## src/rtl/vram_arbiter.sv

```systemverilog
// vram_arbiter
//   Arbitrates access to the SDRAM memory_controller that holds the 128 KB VDP
//   VRAM. Three sources compete for it: the VDP pixel/command port, an auxiliary
//   port (loader/debug/DMA) and an internal auto-refresh scheduler. Only one
//   transaction is in flight at a time:
//   IDLE -> ISSUE -> WAIT_START -> WAIT_DONE -> ACK -> IDLE.
//
//   Ports
//     clk, reset            controller clock, synchronous active-high reset
//     vdp_req/we/addr/din   VDP request (level, held until vdp_ack)
//     vdp_dout, vdp_ack     VDP read byte and one-cycle completion strobe
//     aux_req/we/addr/din   auxiliary request (level, held until aux_ack)
//     aux_dout, aux_ack     auxiliary read byte and one-cycle completion strobe
//     refresh_slot          VDP idle window in which a refresh is cheap
//     mc_read/write/refresh one-cycle command pulses to memory_controller
//     mc_addr/din/wdm       command operands, stable from ISSUE to WAIT_DONE
//     mc_dout, mc_busy      read data and busy flag from memory_controller
//     err                   sticky busy-timeout flag
//
//   Optional feature macro: VRAM_ARB_TIMEOUT_EN
//     Defined:   WAIT_START gives up after BUSY_TIMEOUT cycles without mc_busy,
//                sets err, and acks (reads return 8'hFF).
//     Undefined: WAIT_START waits indefinitely and err is tied 0.
module vram_arbiter #(
  parameter int REFRESH_INTERVAL = 840,
  parameter int REFRESH_URGENT   = 3,
  parameter int AUX_MAX_WAIT     = 64
`ifdef VRAM_ARB_TIMEOUT_EN
  , parameter int BUSY_TIMEOUT   = 16
`endif
) (
  input  logic        clk,
  input  logic        reset,
  input  logic        vdp_req,
  input  logic        vdp_we,
  input  logic [16:0] vdp_addr,
  input  logic [7:0]  vdp_din,
  output logic [7:0]  vdp_dout,
  output logic        vdp_ack,
  input  logic        aux_req,
  input  logic        aux_we,
  input  logic [16:0] aux_addr,
  input  logic [7:0]  aux_din,
  output logic [7:0]  aux_dout,
  output logic        aux_ack,
  input  logic        refresh_slot,
  output logic        mc_read,
  output logic        mc_write,
  output logic        mc_refresh,
  output logic [20:0] mc_addr,
  output logic [15:0] mc_din,
  output logic [1:0]  mc_wdm,
  input  logic [15:0] mc_dout,
  input  logic        mc_busy,
  output logic        err
);

  localparam logic [2:0] S_IDLE       = 3'd0;
  localparam logic [2:0] S_ISSUE      = 3'd1;
  localparam logic [2:0] S_WAIT_START = 3'd2;
  localparam logic [2:0] S_WAIT_DONE  = 3'd3;
  localparam logic [2:0] S_ACK        = 3'd4;

  localparam logic [1:0] SRC_VDP = 2'd0;
  localparam logic [1:0] SRC_AUX = 2'd1;
  localparam logic [1:0] SRC_REF = 2'd2;

  localparam int RC_W = $clog2(REFRESH_INTERVAL);
  localparam int AW_W = $clog2(AUX_MAX_WAIT + 1);
  localparam logic [RC_W-1:0] RC_RELOAD = RC_W'(REFRESH_INTERVAL - 1);
  localparam logic [AW_W-1:0] AW_MAX    = AW_W'(AUX_MAX_WAIT);
  localparam logic [2:0]      URGENT    = 3'(REFRESH_URGENT);

  logic [2:0]      state_q, state_d;
  logic [1:0]      src_q, src_d;
  logic            we_q, we_d;
  logic [16:0]     addr_q, addr_d;
  logic [7:0]      din_q, din_d;
  logic [7:0]      vdp_dout_q, vdp_dout_d;
  logic [7:0]      aux_dout_q, aux_dout_d;
  logic [RC_W-1:0] rcnt_q, rcnt_d;
  logic [2:0]      credits_q, credits_d;
  logic [AW_W-1:0] await_q, await_d;

  logic take_ref, take_vdp, take_aux;
  logic aux_starved, credit_add, credit_use, aux_active, bus_en;
  logic [7:0] rd_byte;

`ifdef VRAM_ARB_TIMEOUT_EN
  localparam int TW = $clog2(BUSY_TIMEOUT + 1);
  localparam logic [TW-1:0] TMO_LAST = TW'(BUSY_TIMEOUT - 1);
  logic [TW-1:0] tmo_q, tmo_d;
  logic          err_q, err_d;
`endif

  assign aux_starved = aux_req && (await_q == AW_MAX);
  assign rd_byte     = addr_q[16] ? mc_dout[15:8] : mc_dout[7:0];
  assign aux_active  = (state_q != S_IDLE) && (src_q == SRC_AUX);

  // Fixed-priority grant; nothing is granted while the controller is busy.
  always_comb begin
    take_ref = 1'b0;
    take_vdp = 1'b0;
    take_aux = 1'b0;
    if (state_q == S_IDLE && !mc_busy) begin
      if (credits_q >= URGENT)                      take_ref = 1'b1;
      else if (aux_starved)                         take_aux = 1'b1;
      else if (vdp_req)                             take_vdp = 1'b1;
      else if (credits_q != 3'd0 && refresh_slot)   take_ref = 1'b1;
      else if (aux_req)                             take_aux = 1'b1;
    end
  end

  always_comb begin
    state_d    = state_q;
    src_d      = src_q;
    we_d       = we_q;
    addr_d     = addr_q;
    din_d      = din_q;
    vdp_dout_d = vdp_dout_q;
    aux_dout_d = aux_dout_q;
`ifdef VRAM_ARB_TIMEOUT_EN
    err_d      = err_q;
    tmo_d      = '0;
`endif
    case (state_q)
      S_IDLE: begin
        if (take_ref) begin
          src_d   = SRC_REF;
          we_d    = 1'b0;
          addr_d  = '0;
          din_d   = '0;
          state_d = S_ISSUE;
        end else if (take_aux) begin
          src_d   = SRC_AUX;
          we_d    = aux_we;
          addr_d  = aux_addr;
          din_d   = aux_din;
          state_d = S_ISSUE;
        end else if (take_vdp) begin
          src_d   = SRC_VDP;
          we_d    = vdp_we;
          addr_d  = vdp_addr;
          din_d   = vdp_din;
          state_d = S_ISSUE;
        end
      end
      S_ISSUE: state_d = S_WAIT_START;
      S_WAIT_START: begin
        if (mc_busy) begin
          state_d = S_WAIT_DONE;
        end
`ifdef VRAM_ARB_TIMEOUT_EN
        else if (tmo_q == TMO_LAST) begin
          // Controller never acknowledged the command: flag it and release
          // the requester with an all-ones read byte.
          err_d   = 1'b1;
          state_d = S_ACK;
          if (!we_q && src_q == SRC_VDP) vdp_dout_d = 8'hFF;
          if (!we_q && src_q == SRC_AUX) aux_dout_d = 8'hFF;
        end else begin
          tmo_d = tmo_q + 1'b1;
        end
`endif
      end
      S_WAIT_DONE: begin
        if (!mc_busy) begin
          state_d = S_ACK;
          if (!we_q && src_q == SRC_VDP) vdp_dout_d = rd_byte;
          if (!we_q && src_q == SRC_AUX) aux_dout_d = rd_byte;
        end
      end
      S_ACK:   state_d = S_IDLE;
      default: state_d = S_IDLE;
    endcase
  end

  // Refresh credits: a new credit and a completed refresh in the same cycle
  // cancel out.
  assign credit_add = (rcnt_q == '0);
  assign credit_use = (state_q == S_ACK) && (src_q == SRC_REF);

  always_comb begin
    rcnt_d    = credit_add ? RC_RELOAD : rcnt_q - 1'b1;
    credits_d = credits_q;
    if (credit_add && !credit_use && credits_q != 3'd7)    credits_d = credits_q + 3'd1;
    else if (!credit_add && credit_use && credits_q != 3'd0) credits_d = credits_q - 3'd1;
  end

  // Aux starvation counter: frozen while aux owns the controller.
  always_comb begin
    await_d = await_q;
    if (take_aux)                                   await_d = '0;
    else if (aux_req && !aux_active && await_q != AW_MAX) await_d = await_q + 1'b1;
  end

  always_ff @(posedge clk) begin
    if (reset) begin
      state_q    <= S_IDLE;
      src_q      <= SRC_VDP;
      we_q       <= 1'b0;
      addr_q     <= '0;
      din_q      <= '0;
      vdp_dout_q <= '0;
      aux_dout_q <= '0;
      rcnt_q     <= RC_RELOAD;
      credits_q  <= '0;
      await_q    <= '0;
    end else begin
      state_q    <= state_d;
      src_q      <= src_d;
      we_q       <= we_d;
      addr_q     <= addr_d;
      din_q      <= din_d;
      vdp_dout_q <= vdp_dout_d;
      aux_dout_q <= aux_dout_d;
      rcnt_q     <= rcnt_d;
      credits_q  <= credits_d;
      await_q    <= await_d;
    end
  end

`ifdef VRAM_ARB_TIMEOUT_EN
  always_ff @(posedge clk) begin
    if (reset) begin
      tmo_q <= '0;
      err_q <= 1'b0;
    end else begin
      tmo_q <= tmo_d;
      err_q <= err_d;
    end
  end
  assign err = err_q;
`else
  assign err = 1'b0;
`endif

  // Operands are only presented while a transaction is in flight so that the
  // bus reads all-zero when idle or in reset.
  assign bus_en     = (state_q == S_ISSUE) || (state_q == S_WAIT_START) ||
                      (state_q == S_WAIT_DONE);
  assign mc_read    = (state_q == S_ISSUE) && (src_q != SRC_REF) && !we_q;
  assign mc_write   = (state_q == S_ISSUE) && (src_q != SRC_REF) && we_q;
  assign mc_refresh = (state_q == S_ISSUE) && (src_q == SRC_REF);
  assign mc_addr    = bus_en ? {5'b0, addr_q[15:0]} : 21'd0;
  assign mc_din     = bus_en ? {din_q, din_q} : 16'd0;
  assign mc_wdm     = bus_en ? {~addr_q[16], addr_q[16]} : 2'b00;
  assign vdp_ack    = (state_q == S_ACK) && (src_q == SRC_VDP);
  assign aux_ack    = (state_q == S_ACK) && (src_q == SRC_AUX);
  assign vdp_dout   = vdp_dout_q;
  assign aux_dout   = aux_dout_q;

endmodule

```

## config.mk

```make
export PLATFORM = sky130hd
export DESIGN_NAME = vram_arbiter
export DESIGN_NICKNAME = d
export VERILOG_FILES = /design/src/rtl/vram_arbiter.sv
export SDC_FILE = /design/constraint.sdc
export NUM_CORES = 1
export LEC_CHECK = 0
export CAP_MARGIN = 0
export CORE_MARGIN = 2
export CORE_UTILIZATION = 42
export CTS_CLUSTER_SIZE = 12
export DETAILED_ROUTE_END_ITERATION = 8
export PLACE_DENSITY = 0.8
export SLEW_MARGIN = 5
export SYNTH_ARGS = -nofsm -noshare
export SYNTH_HDL_FRONTEND = slang
export SYNTH_SLANG_ARGS = --single-unit
```

## constraint.sdc

```tcl
create_clock -name clk -period 3.83 [get_ports clk]
set_input_delay 0.383 -clock clk [delete_from_list [all_inputs] [get_ports clk]]
set_output_delay 0.383 -clock clk [all_outputs]
set_load 0.02 [all_outputs]
```

* Yosys cells after proc, flatten, opt, wreduce, memory -nomap -nowiden
Index checks and enable logic that the tools add are counted.
W data, S select, Z words.
** Word-level totals
- Flip-flop bits (word level) :: 67
- Input bits :: 74
- Output and inout port bits :: 61
- Logic and storage cells :: 108
** Cells by class
- Add/sub/neg operators :: 4
- Order comparisons :: 1
- Eq/ne operators :: 13
- Mux-type cells :: 39
- Bitwise gates (word level) :: 2
- Reductions and logical operators :: 39
** Operator list (count)
- $mux W17 :: 3
- $mux W16 :: 2
- $mux W8 :: 4
- $mux W3 :: 7
- $logic_and A1 B1 Y1 :: 19
- $mux W1 :: 18
- $pmux W3 S4 :: 1
- $logic_not A10 Y1 :: 1
- $sub A10 B1 Y10 const B :: 1
- $reduce_and A3 Y1 :: 3
- $reduce_bool A3 Y1 :: 3
- $mux W2 :: 4
- $add A7 B1 Y7 const B :: 1
- $eq A7 B7 Y1 const B :: 1
- $ne A7 B7 Y1 const B :: 1
- $eq A3 B2 Y1 const B :: 2
- $ne A2 B2 Y1 const B :: 3
- $logic_not A1 Y1 :: 5
- $ne A4 B4 Y1 const B :: 1
- $reduce_or A2 Y1 :: 2
- $add A3 B1 Y3 const B :: 1
- $eq A3 B1 Y1 const B :: 1
- $eq A3 B3 Y1 const B :: 1
- $ge A3 B2 Y1 const B :: 1
- 10 further kinds :: 12

* Depth between registers and ports, before layout
Gate-level depths: netlist of run 1.
- Word-level depth :: 10
- Gate-level depth with buffers :: 9
- Mapped depth without buffers :: 9

* Worst setup path after synthesis of run 1
No wires, ideal clock.
- Kind :: reg-to-reg
- From :: reg rcnt_q[0]
- To :: reg credits_q[2]
- Library setup time :: 0.123 ns
- Arrival time :: 2.725 ns
- Data required time :: 3.707 ns
- Setup slack :: 0.982 ns
- Stages on the path, launching flop included :: 10
- Path buffers :: 0
- Cells stage by stage :: dfxtp_1 -> inv_1 -> ha_1 -> or4b_4 -> nor3_4 -> nand2_1 -> fa_1 -> or4_1 -> mux2i_1 -> mux2_1
** On the way
- Longest elaborated chain between the ends :: 5
- Elaborated cells on any way between the ends :: 8
- Those cells by class :: mux (1); reduce/logical (7)
** RTL lines
- start, declared :: line 81 : logic [RC_W-1:0] rcnt_q, rcnt_d;
- start signal, assigned :: line 217 : rcnt_q <= rcnt_d;
- $logic_not A10 Y1 * :: line 180 : assign credit_add = (rcnt_q == '0);
- $logic_not A1 Y1 :: line 187 : else if (!credit_add && credit_use && credits_q != 3'd0) credits_d = credits_q - 3'd1;
- $logic_and A1 B1 Y1 (2 in a row) :: line 187
- $reduce_bool A2 Y1 (no source line)
- end signal, assigned :: line 218 : credits_q <= credits_d;
- end, declared :: line 82 : logic [2:0] credits_q, credits_d;
Every way passes the cells marked *; elsewhere a longest branch is shown, timed or not.
A chain may end at the register's enable or synchronous reset.

* Worst setup path in the final report of run 1
Same ends and word-level chain as after synthesis.

==> qor.txt, run 1 <==
FFs w/ async S/R, synth: 0%
Most frequent cells in the layout: clkdlybuf4s50_1 (128), dfxtp_1 (67), o21ai_0 (31), o211ai_1 (31), nand3_1 (30)
Gr ovfl total: 0
CTS tree: yes
Sw frac: 28.0%
Period minus WS final: 3.03 ns
Period utilisation layout: 79.2%
Number of remaining DRC errors: 0
Final Hold Fails: 0
Cts bufs inserted: 9
Post-synth EDFFs: 0
Max-Cap Viols: 0
Max_slew headroom: 19.4%
Skew final: 0.0112 ns
Critical setup path kind: reg2reg
CP max-delay cell: or4b_4
Area growth syn-to-layout: 38.2%
Status: completed
Top_reg_cell synth: dfxtp_1
Seq/Total Area, Yosys: 35.9%
Final setup vio count: 0
Combinational power share: 18.5%
Internal Power: 1.26 mW
Final HPWL DP: 7.59 mm
Fin nets: 609
Multi-input combinational cell area: 0.00210 sq mm
Die Width: 98.3 um
DR vias: 3,797
Crit-path max FO: 5
Crit path cell chain: inv_1 > ha_1 > or4b_4 > nor3_4 > nand2_1 > fa_1 > or4_1 > mux2i_1 > mux2_1
Antenna Nets Post-Route: 0
Initial Util: 43.0%
Global-route wire length before repair: 17.8 mm
Synth cell types: 60
Via-to-Cell Ratio: 5.90
ANT cells: 0
Peak per-stage delay on the critical path: 0.52 ns
DR iter-0 viols: 241
Cells after synthesis: 430
Fin area: 0.00516 sq mm
Num ports: 135
Most common cell after layout, fill and taps aside: clkdlybuf4s50_1
Port Buf Inserts: 128
DRT Wirelength: 10.9 mm
Wire per inst: 16.9 um
Setup crit start kind: flop
First-pass DRT Iterations: 5
Gp weighted congestion: 0.871
Hold crit path type: reg2reg
Register Area: 0.00134 sq mm
Clk network pwr share: 38.0%
P per Cell Area: 340 mW/mm^2
Max-slew violations: 0
Seq pwr share: 43.5%
# fillers: 749
Clock buffer depth: 2
Core area: 0.00868 sq mm
Worst-margin pin slew: 1.21 ns
Crit end category: flop
CP required: 4.06 ns
Clock Sinks: 67
Die H: 98.3 um
Row cnt: 34
Finished Layout Cells: 644
RSZ-0062 raised after global routing: false
Layout cells sized above 1: 7.46%
Final core utilization: 59.5%
Syn_area_per_cell: 8.69 sq um
Clk_lat worst skew: 0.35 ns
Htree depth: 3
Root Buffer: clkbuf_8
Switch Pwr: 492 uW
Largest net degree at the start of global routing: 29
Die area: 0.00966 sq mm
Initial antenna violation count: 0
Post-CTS setup buffers: 0
Dpl cells: 628
Clock-pin transition on the worst setup and hold timing paths: 0.08 ns
F_max: 330 MHz
Total GRT Usage: 22.2%
Post_cts resized: 0
Post-DP Area: 0.00494 sq mm
Synth Register Bits: 67
Synthesized area: 0.00373 sq mm
Leak: 1.70 nW
Worst VDD drop: 0.211 mV
YS warnings: 0
CTS Hold Bufs: 0
Vias in the first global route: 3,652
Setup_tns: 0 ns
Critical path arrival: 3.27 ns
==> path summary, 6_finish.rpt <==
path / startpoint / endpoint / slack (ns) / cells after the start
max: rcnt_q[0] / credits_q[2] / 0.80 / 9
min: rcnt_q[0] / rcnt_q[0] / 0.43 / 1
max reg2reg: rcnt_q[0] / credits_q[2] / 0.80 / 9
min reg2reg: rcnt_q[0] / rcnt_q[0] / 0.43 / 1
==> stage by stage <==
step / hold WS [ns] / setup WS (ns) / power [mW]
floorplan: 0.379 / 0.982 / 0.948
global placement: 0.389 / 0.930 / 1.09
detailed placement: 0.409 / 0.787 / 1.10
CTS: 0.430 / 0.778 / 1.76
global route: 0.462 / 0.614 / 1.83
finish: 0.430 / 0.797 / 1.75
==> critical path, delay by kind of cell, from the launching register on <==
family | cells | cell delay [ns]
AND/OR/NAND/NOR | 4 | 1.42
multiplexers | 2 | 0.51
buffers and inverters | 1 | 0.06
flip-flops | 1 | 0.34
adder cells (fa/ha/maj) | 2 | 0.59
==> layer usage <==
layer,vias to the layer above,GRT usage [%],routed length [um]
li1,1811,-,-
met1,1798,28.3,4410
met2,166,36.8,5450
met3,22,5.37,775
met4,0,7.69,259
met5,-,0,0
==> area by class of cell <==
| type | instances | share of cell area (%) |
|---|---|---|
| repair buffers | 135 | 25.8 |
| clock buffers | 9 | 2.40 |
| inverters | 8 | 0.582 |
| well taps | 108 | 2.62 |
| multi-input cells | 310 | 40.6 |
| clock inverters | 7 | 1.96 |
| flip-flops and latches | 67 | 26.0 |
==> cells in the mapped netlist, types with 5 or more instances <==
master,count,area [sq um]
o2111ai_1,28,245
xnor2_1,5,43.8
inv_1,8,30.0
nand3_1,30,150
nor2_1,27,101
nand2_1,11,41.3
nor3_1,8,40.0
buf_2,12,60.1
o21ai_0,31,155
buf_4,19,143
and2_1,26,163
mux2i_1,11,110
o211ai_1,31,233
a211oi_1,8,60.1
clkbuf_1,14,52.6
or4_1,5,37.5
dfxtp_1,67,1340
nand2b_1,5,31.3
a311oi_1,8,70.1
a21oi_1,18,90.1
==> power groups by stage <==
stage | Clock (mW) | Sequential (mW) | Combinational [mW]
final | 0.665 | 0.763 | 0.325
after detailed placement | 0 | 0.778 | 0.322
after global routing | 0.707 | 0.768 | 0.350
after global placement | 0 | 0.776 | 0.318
after floorplan | 0 | 0.765 | 0.183
after CTS | 0.676 | 0.762 | 0.324
==> cells by family after synthesis <==
family / after synthesis / share of synthesized area (%)
flops: 67 / 35.9
other cells: 1 / 0.100
compound gates: 138 / 26.6
mux: 13 / 3.55
fa+ha+maj: 5 / 1.81
xor+xnor: 8 / 1.88
buf+inv: 58 / 8.64
simple gates: 140 / 21.5
==> flip-flops by register name, summed over array words and instances (netlist names) <==
register,flops
rcnt_q,10
await_q,7
we_q,1
credits_q,3
vdp_dout,8
din_q,8
aux_dout,8
state_q,3
addr_q,17
src_q,2
Power figures use the tool's default switching activity.
==> run 2, diff against run 1 <==
==> constraint.sdc (replaced) <==
create_clock -name clk -period 3.1 [get_ports clk]
set_input_delay 0.31 -clock clk [delete_from_list [all_inputs] [get_ports clk]]
set_output_delay 0.31 -clock clk [all_outputs]
set_load 0.02 [all_outputs]
==> run 2 against run 1 <==
Total power rose by 14%. Worst hold slack got worse by 0.0051 ns. Register-to-register slack worse by 0.60 ns. Sequential share of layout area about the same. Clock power down 2%. Count of clock-buffer cells in the layout increased by 2.
==> qor.txt, run 2 (synthesized netlist as in run 1, its figures left out) <==
Final setup vio count: 0 (unchanged)
P per Cell Area: 386 mW/mm^2 (was 340 mW/mm^2)
Combinational power share: 20.3% (was 18.5%)
Critical path arrival: 3.14 ns (was 3.27 ns)
Htree depth: 3 (unchanged)
Max_slew headroom: 55.2% (was 19.4%)
Levels on crit path: 9 (unchanged)
Die area: 0.00966 sq mm (unchanged)
Post-CTS setup buffers: 0 (unchanged)
Fin nets: 616 (was 609)
Setup_tns: 0 ns (unchanged)
Number of remaining DRC errors: 0 (unchanged)
Clock Sinks: 67 (unchanged)
Hold crit path type: reg2reg (unchanged)
CP max-delay cell: or4b_4 (unchanged)
Multi-input combinational cell area: 0.00210 sq mm (unchanged)
Critical setup path kind: reg2reg (unchanged)
Internal Power: 1.41 mW (was 1.26 mW)
Fin area: 0.00516 sq mm (about the same)
Post_cts resized: 0 (unchanged)
Clock buffer depth: 2 (unchanged)
CP bufs+invs: 1 (unchanged)
Most frequent cells in the layout: clkdlybuf4s50_1 (128), dfxtp_1 (67), o21ai_0 (31), o211ai_1 (31), nand3_1 (30) (unchanged)
Peak per-stage delay on the critical path: 0.53 ns (was 0.52 ns)
Num ports: 135 (unchanged)
Largest net degree at the start of global routing: 28 (was 29)
Initial antenna violation count: 0 (unchanged)
Final Hold Fails: 0 (unchanged)
R2R depth: 9 (unchanged)
Final HPWL DP: 7.63 mm (was 7.59 mm)
Hold Startpoint: rcnt_q[0] (unchanged)
Post-DP Area: 0.00499 sq mm (was 0.00494 sq mm)
Wire per inst: 16.5 um (was 16.9 um)
Area growth syn-to-layout: 38.1% (was 38.2%)
Global-route wire length before repair: 17.5 mm (was 17.8 mm)
# fillers: 769 (was 749)
Sw frac: 29.2% (was 28.0%)
Final core utilization: 59.4% (was 59.5%)
Max FFs per register: 17 (unchanged)
DRT Wirelength: 10.7 mm (was 10.9 mm)
Largest delay share family, worst path: simple AND/OR/NAND/NOR gates (unchanged)
Worst-margin pin slew: 0.672 ns (was 1.21 ns)
Cells on Worst Hold Path: 1 (unchanged)
First-pass DRT Iterations: 5 (unchanged)
CTS Hold Bufs: 0 (unchanged)
Most common cell after layout, fill and taps aside: clkdlybuf4s50_1 (unchanged)
Antenna Nets Post-Route: 0 (unchanged)
Gp weighted congestion: 0.805 (was 0.871)
Die Width: 98.3 um (unchanged)
Vias in the first global route: 3,629 (was 3,652)
Final WS setup: 0.195 ns (was 0.797 ns)
Period utilisation layout: 93.7% (was 79.2%)
CP required: 3.33 ns (was 4.06 ns)
Cts bufs inserted: 9 (unchanged)
Initial Util: 43.0% (unchanged)
Via-to-Cell Ratio: 5.74 (was 5.90)
Switch Pwr: 583 uW (was 492 uW)
Root Buffer: clkbuf_8 (unchanged)
Clock-pin transition on the worst setup and hold timing paths: 0.07 ns (was 0.08 ns)
Worst VDD drop: 0.186 mV (was 0.211 mV)
Clk_lat worst skew: 0.34 ns (was 0.35 ns)
Leading registers by flop count: addr_q (17), rcnt_q (10) (unchanged)
DR iter-0 viols: 181 (was 241)
Skew final: 0.00812 ns (was 0.0112 ns)
Period minus WS final: 2.91 ns (was 3.03 ns)
F_max: 344 MHz (was 330 MHz)
Status: completed (unchanged)
Crit end category: flop (unchanged)
Layout cells sized above 1: 8.30% (was 7.46%)
Largest reg by FF count: addr_q (unchanged)
Core area: 0.00868 sq mm (unchanged)
Total GRT Usage: 21.9% (was 22.2%)
Setup crit start: rcnt_q[0] (unchanged)
ANT cells: 0 (unchanged)
Port Buf Inserts: 128 (unchanged)
DP Worst Slack: 0.204 ns (was 0.787 ns)
DR vias: 3,731 (was 3,797)
Crit-path max FO: 5 (unchanged)
Die H: 98.3 um (unchanged)
RSZ-0062 raised after global routing: false (unchanged)
Clk network pwr share: 32.6% (was 38.0%)
Gr ovfl total: 0 (unchanged)
R2r startpoint: rcnt_q[0] (unchanged)
Seq pwr share: 47.1% (was 43.5%)
Crit path cell chain: inv_1 > ha_1 > or4b_4 > nor3_4 > nand2_1 > fa_1 > or4_1 > mux2i_1 > mux2_1 (unchanged)
Max-Cap Viols: 0 (unchanged)
CTS tree: yes (unchanged)
Leak: 1.70 nW (about the same)
Setup crit start kind: flop (unchanged)
Max-slew violations: 0 (unchanged)
Register Area: 0.00134 sq mm (unchanged)
Row cnt: 34 (unchanged)
-- run 2: cell count changes in the layout (fill, tap and decap cells not counted), sizes merged --
cell and change:
buf +7, bufinv -2, clkbuf +2, clkinv -1
clkinvlp +1, inv -1
-- run 2: final cells by class --
class                      count  area share (%)
clock inverter                 4           0.534
tap                          108            2.62
clock buffer                  11            2.74
sequential                    67            26.0
multi-input combinational    310            40.6
timing repair buffer         142            26.9
inverter                       8           0.582
-- run 2: metrics by stage --
stage,power (mW),hold slack [ns],cells
detailed placement,1.36,0.412,635
global placement,1.35,0.390,635
CTS,2.00,0.428,650
global route,2.07,0.457,650
finish,1.99,0.425,650
floorplan,1.17,0.379,435
-- run 2: power by group through the flow --
stage / registers, mW / clock network, mW / logic (mW)
final: 0.938 / 0.649 / 0.405
after global routing: 0.945 / 0.685 / 0.438
after CTS: 0.939 / 0.653 / 0.404
after detailed placement: 0.958 / 0 / 0.402
after global placement: 0.955 / 0 / 0.397
after floorplan: 0.946 / 0 / 0.226
-- run 2: worst paths after layout --
check	to	slack (ns)
max	credits_q[2]	0.19
min	rcnt_q[0]	0.42
max reg2reg	credits_q[2]	0.19
min reg2reg	rcnt_q[0]	0.42
-- run 2: worst register-to-register path, stage by stage, from the launching register on --
cell and delay [ns]:
dfxtp_1 0.34, inv_1 0.06, ha_1 0.20, or4b_4 0.53, nor3_4 0.19, nand2_1 0.09, fa_1 0.38, or4_1 0.53
mux2i_1 0.16, mux2_1 0.33
-- run 2: routing by layer --
metal | wire length (um) | global-route usage [%] | vias to the layer above
li1 | - | - | 1817
met1 | 4660 | 29.6 | 1778
met2 | 5170 | 34.7 | 109
met3 | 592 | 3.94 | 27
met4 | 318 | 8.64 | 0
met5 | 0 | 0 | -
==> run 3, diff against run 2 <==
--- a/config.mk
+++ b/config.mk
@@ -8,6 +8,7 @@
 export CAP_MARGIN = 0
 export CORE_MARGIN = 2
 export CORE_UTILIZATION = 42
+export CTS_CLUSTER_DIAMETER = 100
 export CTS_CLUSTER_SIZE = 12
 export DETAILED_ROUTE_END_ITERATION = 8
 export PLACE_DENSITY = 0.8
==> constraint.sdc (replaced) <==
create_clock -name clk -period 3.7 [get_ports clk]
set_input_delay 0.37 -clock clk [delete_from_list [all_inputs] [get_ports clk]]
set_output_delay 0.37 -clock clk [all_outputs]
set_load 0.02 [all_outputs]
==> run 3 against run 2 <==
First-iteration DRC count is 28% higher. Die area stayed put. Sequential power is 16% lower. Clock power is 6.5% higher. Total power is 8.7% lower. Count of clock-buffer cells in the layout is 2 lower. Combinational power is 16% lower. Worst setup slack better by 0.46 ns. Largest cell class unchanged. Clock skew is 0.0077 ns higher. Largest power group unchanged. Critical path depth stayed put. Via count is 2.5% higher. Global-route usage is 0.93 points higher.
==> qor.txt, run 3 (synthesized netlist as in run 1, its figures left out) <==
Max-Cap Viols: 0 (unchanged)
Hold crit path type: reg2reg (unchanged)
DR vias: 3,825 (was 3,731)
Clock-pin transition on the worst setup and hold timing paths: 0.08 ns (was 0.07 ns)
Worst VDD drop: 0.164 mV (was 0.186 mV)
Setup crit start kind: flop (unchanged)
Final HPWL DP: 7.81 mm (was 7.63 mm)
Antenna Nets Post-Route: 0 (unchanged)
Die Width: 98.3 um (unchanged)
Clk_lat worst skew: 0.35 ns (was 0.34 ns)
DR iter-0 viols: 232 (was 181)
Period utilisation layout: 82.3% (was 93.7%)
Internal Power: 1.31 mW (was 1.41 mW)
Htree depth: 3 (unchanged)
Crit-path max FO: 5 (unchanged)
Gr ovfl total: 0 (unchanged)
Core area: 0.00868 sq mm (unchanged)
Switch Pwr: 512 uW (was 583 uW)
Sw frac: 28.2% (was 29.2%)
Combinational power share: 18.6% (was 20.3%)
Clock buffer depth: 2 (unchanged)
Clock Sinks: 67 (unchanged)
Root Buffer: clkbuf_8 (unchanged)
Die area: 0.00966 sq mm (unchanged)
Area growth syn-to-layout: 38.5% (was 38.1%)
First-pass DRT Iterations: 5 (unchanged)
Via-to-Cell Ratio: 5.92 (was 5.74)
Total GRT Usage: 22.8% (was 21.9%)
Largest net degree at the start of global routing: 29 (was 28)
Crit end category: flop (unchanged)
Initial antenna violation count: 0 (unchanged)
Most common cell after layout, fill and taps aside: clkdlybuf4s50_1 (unchanged)
Post_cts resized: 0 (unchanged)
Final setup vio count: 0 (unchanged)
Max-slew violations: 0 (unchanged)
Largest reg by FF count: addr_q (unchanged)
Number of remaining DRC errors: 0 (unchanged)
Final Hold Fails: 0 (unchanged)
DP Worst Slack: 0.674 ns (was 0.204 ns)
F_max: 328 MHz (was 344 MHz)
Port Buf Inserts: 128 (unchanged)
Wire per inst: 17.3 um (was 16.5 um)
Status: completed (unchanged)
Post-CTS setup buffers: 0 (unchanged)
Die H: 98.3 um (unchanged)
P per Cell Area: 352 mW/mm^2 (was 386 mW/mm^2)
Global-route wire length before repair: 18.3 mm (was 17.5 mm)
Worst-margin pin slew: 0.954 ns (was 0.672 ns)
Fin nets: 611 (was 616)
DRT Wirelength: 11.2 mm (was 10.7 mm)
Initial Util: 43.0% (unchanged)
Critical setup path kind: reg2reg (unchanged)
Gp weighted congestion: 0.840 (was 0.805)
ANT cells: 0 (unchanged)
Leak: 1.71 nW (was 1.70 nW)
CP required: 3.92 ns (was 3.33 ns)
Cts bufs inserted: 9 (unchanged)
Vias in the first global route: 3,777 (was 3,629)
RSZ-0062 raised after global routing: false (unchanged)
Setup_tns: 0 ns (unchanged)
CTS tree: yes (unchanged)
Clk network pwr share: 38.0% (was 32.6%)
Max_slew headroom: 36.1% (was 55.2%)
Seq pwr share: 43.4% (was 47.1%)
Layout cells sized above 1: 7.81% (was 8.30%)
CTS Hold Bufs: 0 (unchanged)
Row cnt: 34 (unchanged)
Skew final: 0.0159 ns (was 0.00812 ns)
Period minus WS final: 3.05 ns (was 2.91 ns)
Most frequent cells in the layout: clkdlybuf4s50_1 (128), dfxtp_1 (67), o21ai_0 (31), o211ai_1 (31), nand3_1 (30) (unchanged)
Leading registers by flop count: addr_q (17), rcnt_q (10) (unchanged)
Num ports: 135 (unchanged)
Max FFs per register: 17 (unchanged)
Final WS setup: 0.655 ns (was 0.195 ns)
Critical path arrival: 3.27 ns (was 3.14 ns)
-- run 3: changes by cell type in the layout (fill, tap and decap cells not counted) --
cell,before,now
clkinvlp_4,3,1
clkbuf_1,1,0
bufinv_16,0,2
buf_4,14,9
inv_6,0,2
clkinv_4,0,1
clkbuf_8,10,9
-- run 3: metal layers --
metal	vias up	wire length (um)	GRT usage (%)
li1	1810	-	-
met1	1829	4560	28.2
met2	158	5650	38.4
met3	28	633	4.29
met4	0	337	10.7
met5	-	0	0
-- run 3: power groups by stage --
stage | Combinational, mW | Clock [mW] | Sequential, mW
2_1_floorplan | 0.189 | 0 | 0.792
4_1_cts | 0.338 | 0.697 | 0.789
3_5_place_dp | 0.336 | 0 | 0.805
6_report | 0.339 | 0.691 | 0.790
3_3_place_gp | 0.331 | 0 | 0.803
5_1_grt | 0.365 | 0.728 | 0.796
-- run 3: worst paths after layout --
path | slack [ns] | from | end | cells after the start
min | 0.42 | rcnt_q[0] | rcnt_q[0] | 1
max reg2reg | 0.65 | rcnt_q[0] | credits_q[2] | 9
max | 0.65 | rcnt_q[0] | credits_q[2] | 9
min reg2reg | 0.42 | rcnt_q[0] | rcnt_q[0] | 1
-- run 3: through the flow --
step	hold WS [ns]	area [sq um]	power, mW	std cells	utilization, %
after floorplan	0.379	3750	0.982	435	-
after global placement	0.389	4950	1.13	630	57.1
after detailed placement	0.411	4950	1.14	630	57.1
after CTS	0.431	5170	1.82	646	59.6
after global routing	0.456	5170	1.89	646	59.6
final	0.424	5170	1.82	646	59.6
-- run 3: worst max-delay path, cell delays in order, from the launching register on --
cell,delay [ns]
dfxtp_1,0.34
inv_1,0.06
ha_1,0.20
or4b_4,0.53
nor3_4,0.28
nand2_1,0.11
fa_1,0.41
or4_1,0.52
mux2i_1,0.15
mux2_1,0.33
-- run 3: cell type report --
class	instances	area, sq um
sequential	67	1340
timing repair buffer	137	1350
clock inverter	7	98.8
inverter	8	30.0
multi-input combinational	310	2100
clock buffer	9	124
tap	108	135
fill	750	3500
==> edit, RTL diff (settings of run 1) <==
The parameter `REFRESH_INTERVAL` goes from 840 to 1680.
--- a/src/rtl/vram_arbiter.sv
+++ b/src/rtl/vram_arbiter.sv
@@ -22,7 +22,7 @@
 //                sets err, and acks (reads return 8'hFF).
 //     Undefined: WAIT_START waits indefinitely and err is tied 0.
 module vram_arbiter #(
-  parameter int REFRESH_INTERVAL = 840,
+  parameter int REFRESH_INTERVAL = 1680,
   parameter int REFRESH_URGENT   = 3,
   parameter int AUX_MAX_WAIT     = 64
 `ifdef VRAM_ARB_TIMEOUT_EN
Behaviour: no difference found for any inputs over 4 cycles, from zero or initial values and one cycle with reset high; that may be too few to reach the edited logic, so the function may still have changed.
==> edit against run 1 <==
Global-route usage decreased by 3.3 points. Area after synthesis decreased by 4.1%. Design area decreased by 3.0%. Setup slack improved by 0.52 ns. First-iteration DRC count fell by 59%. Sequential cell count grew 1. Wire length shrank 21%. Total power fell by 7.3%.
==> edit: results <==
{
  "status": "finished, final reports clean",
  "fin_skew_ns": 0.00733,
  "ys_seq_area_share_pct": 38.0,
  "first_pass_iters": 4,
  "drt-total-wl_um": 8570,
  "numCtsBuffers": 9,
  "dp_hpwl_um": 6300,
  "gp_congestion": 0.799,
  "ys_top_cells_by_count": "dfxtp_1 (68), nor2_1 (39), mux2i_1 (35)",
  "portBuffers": 128,
  "htreeDepth": 3,
  "synth_largest_area_cell": "dfxtp_1",
  "grtUsageMet1_pct": 23.4,
  "cp.arrival_ns": 2.70,
  "yosys-top-cells-area": "dfxtp_1 (38%), mux2i_1 (9.8%), o2bb2ai_2 (5.0%)",
  "drive_gt1_share_pct": 8.96,
  "cts_resized": 0,
  "clk_latency_ns": 0.34,
  "crit_fanout": 26,
  "first_global_vias": 2988,
  "use_met3_pct": 6.34,
  "dp_cells": 580,
  "reg_top3": "addr_q: 17 flops, rcnt_q: 11 flops",
  "relSlewSlack_pct": 28.8,
  "leakage_nw": 1.92,
  "grt_max_degree": 34,
  "synth_cell_types": 56,
  "antenna_cells": 0,
  "via_per_inst": 5.19,
  "drtIter0Drc": 98,
  "yosys_warnings": 0,
  "cts_root_buf": "clkbuf_8",
  "track_usage_pct": 18.9,
  "ir_drop_v": 0.000173,
  "grt_pass1_wl_um": 13600,
  "avgSynthCellArea_sq_um": 9.57,
  "use_met2_pct": 30.6,
  "fin_nets": 565,
  "wire_per_inst_um": 14.4
}
edit: final cells by class:
type	count	area, sq um
fillers	708	3250
multi-input cells	269	1990
flip-flops and latches	68	1360
repair buffers	132	1310
well taps	105	131
clock buffers	10	128
clock inverters	6	65.1
inverters	6	22.5
edit: kinds of logic after synthesis:
family	synth area share (%)
other	0.105
muxes	9.78
adders and majority gates	2.27
and+or+nand+nor	21.7
AOI/OAI and AO/OA	17.4
buffers and inverters	7.30
DFF	38.0
xor gates and xnor gates	3.42
edit: critical path, stage by stage (launching register included):
cell       delay, ns
dfxtp_1         0.59
a21oi_1         0.15
and2_1          0.23
a211oi_1        0.34
a211o_1         0.86
o2bb2ai_1       0.16
edit: path summary, 6_finish.rpt:
check                                                from                    end  slack, ns  depth (start not counted)
worst max-delay path            credits_q[1]$_SDFFE_PP0P_  din_q[2]$_SDFFE_PP0P_       1.31                          5
worst max register to register  credits_q[1]$_SDFFE_PP0P_  din_q[2]$_SDFFE_PP0P_       1.31                          5
worst min register to register       rcnt_q[0]$_SDFF_PP1_   rcnt_q[0]$_SDFF_PP1_       0.41                          1
worst min-delay path                 rcnt_q[0]$_SDFF_PP1_   rcnt_q[0]$_SDFF_PP1_       0.41                          1
edit: metrics by stage:
step	hold WS (ns)	utilization, %	setup slack (ns)	cell area [sq um]	power (mW)
6_report	0.408	60.6	1.31	5000	1.62
5_1_grt	0.428	60.6	1.06	5000	1.70
4_1_cts	0.409	60.6	1.32	5000	1.64
3_5_place_dp	0.394	58.3	0.983	4810	1.07
3_3_place_gp	0.391	58.3	1.07	4810	1.06
2_1_floorplan	0.379	-	1.62	3600	0.937
edit: power by group:
group	leakage, nW	internal [mW]	switching [mW]
clock	0.0962	0.301	0.272
combinational	1.27	0.154	0.134
sequential	0.553	0.738	0.0262
edit: layer usage:
layer | up-vias | part of all wire [%]
li1 | 1553 | -
met1 | 1416 | 43
met2 | 112 | 47
met3 | 10 | 8.7
met4 | 0 | 1.7
met5 | - | 0
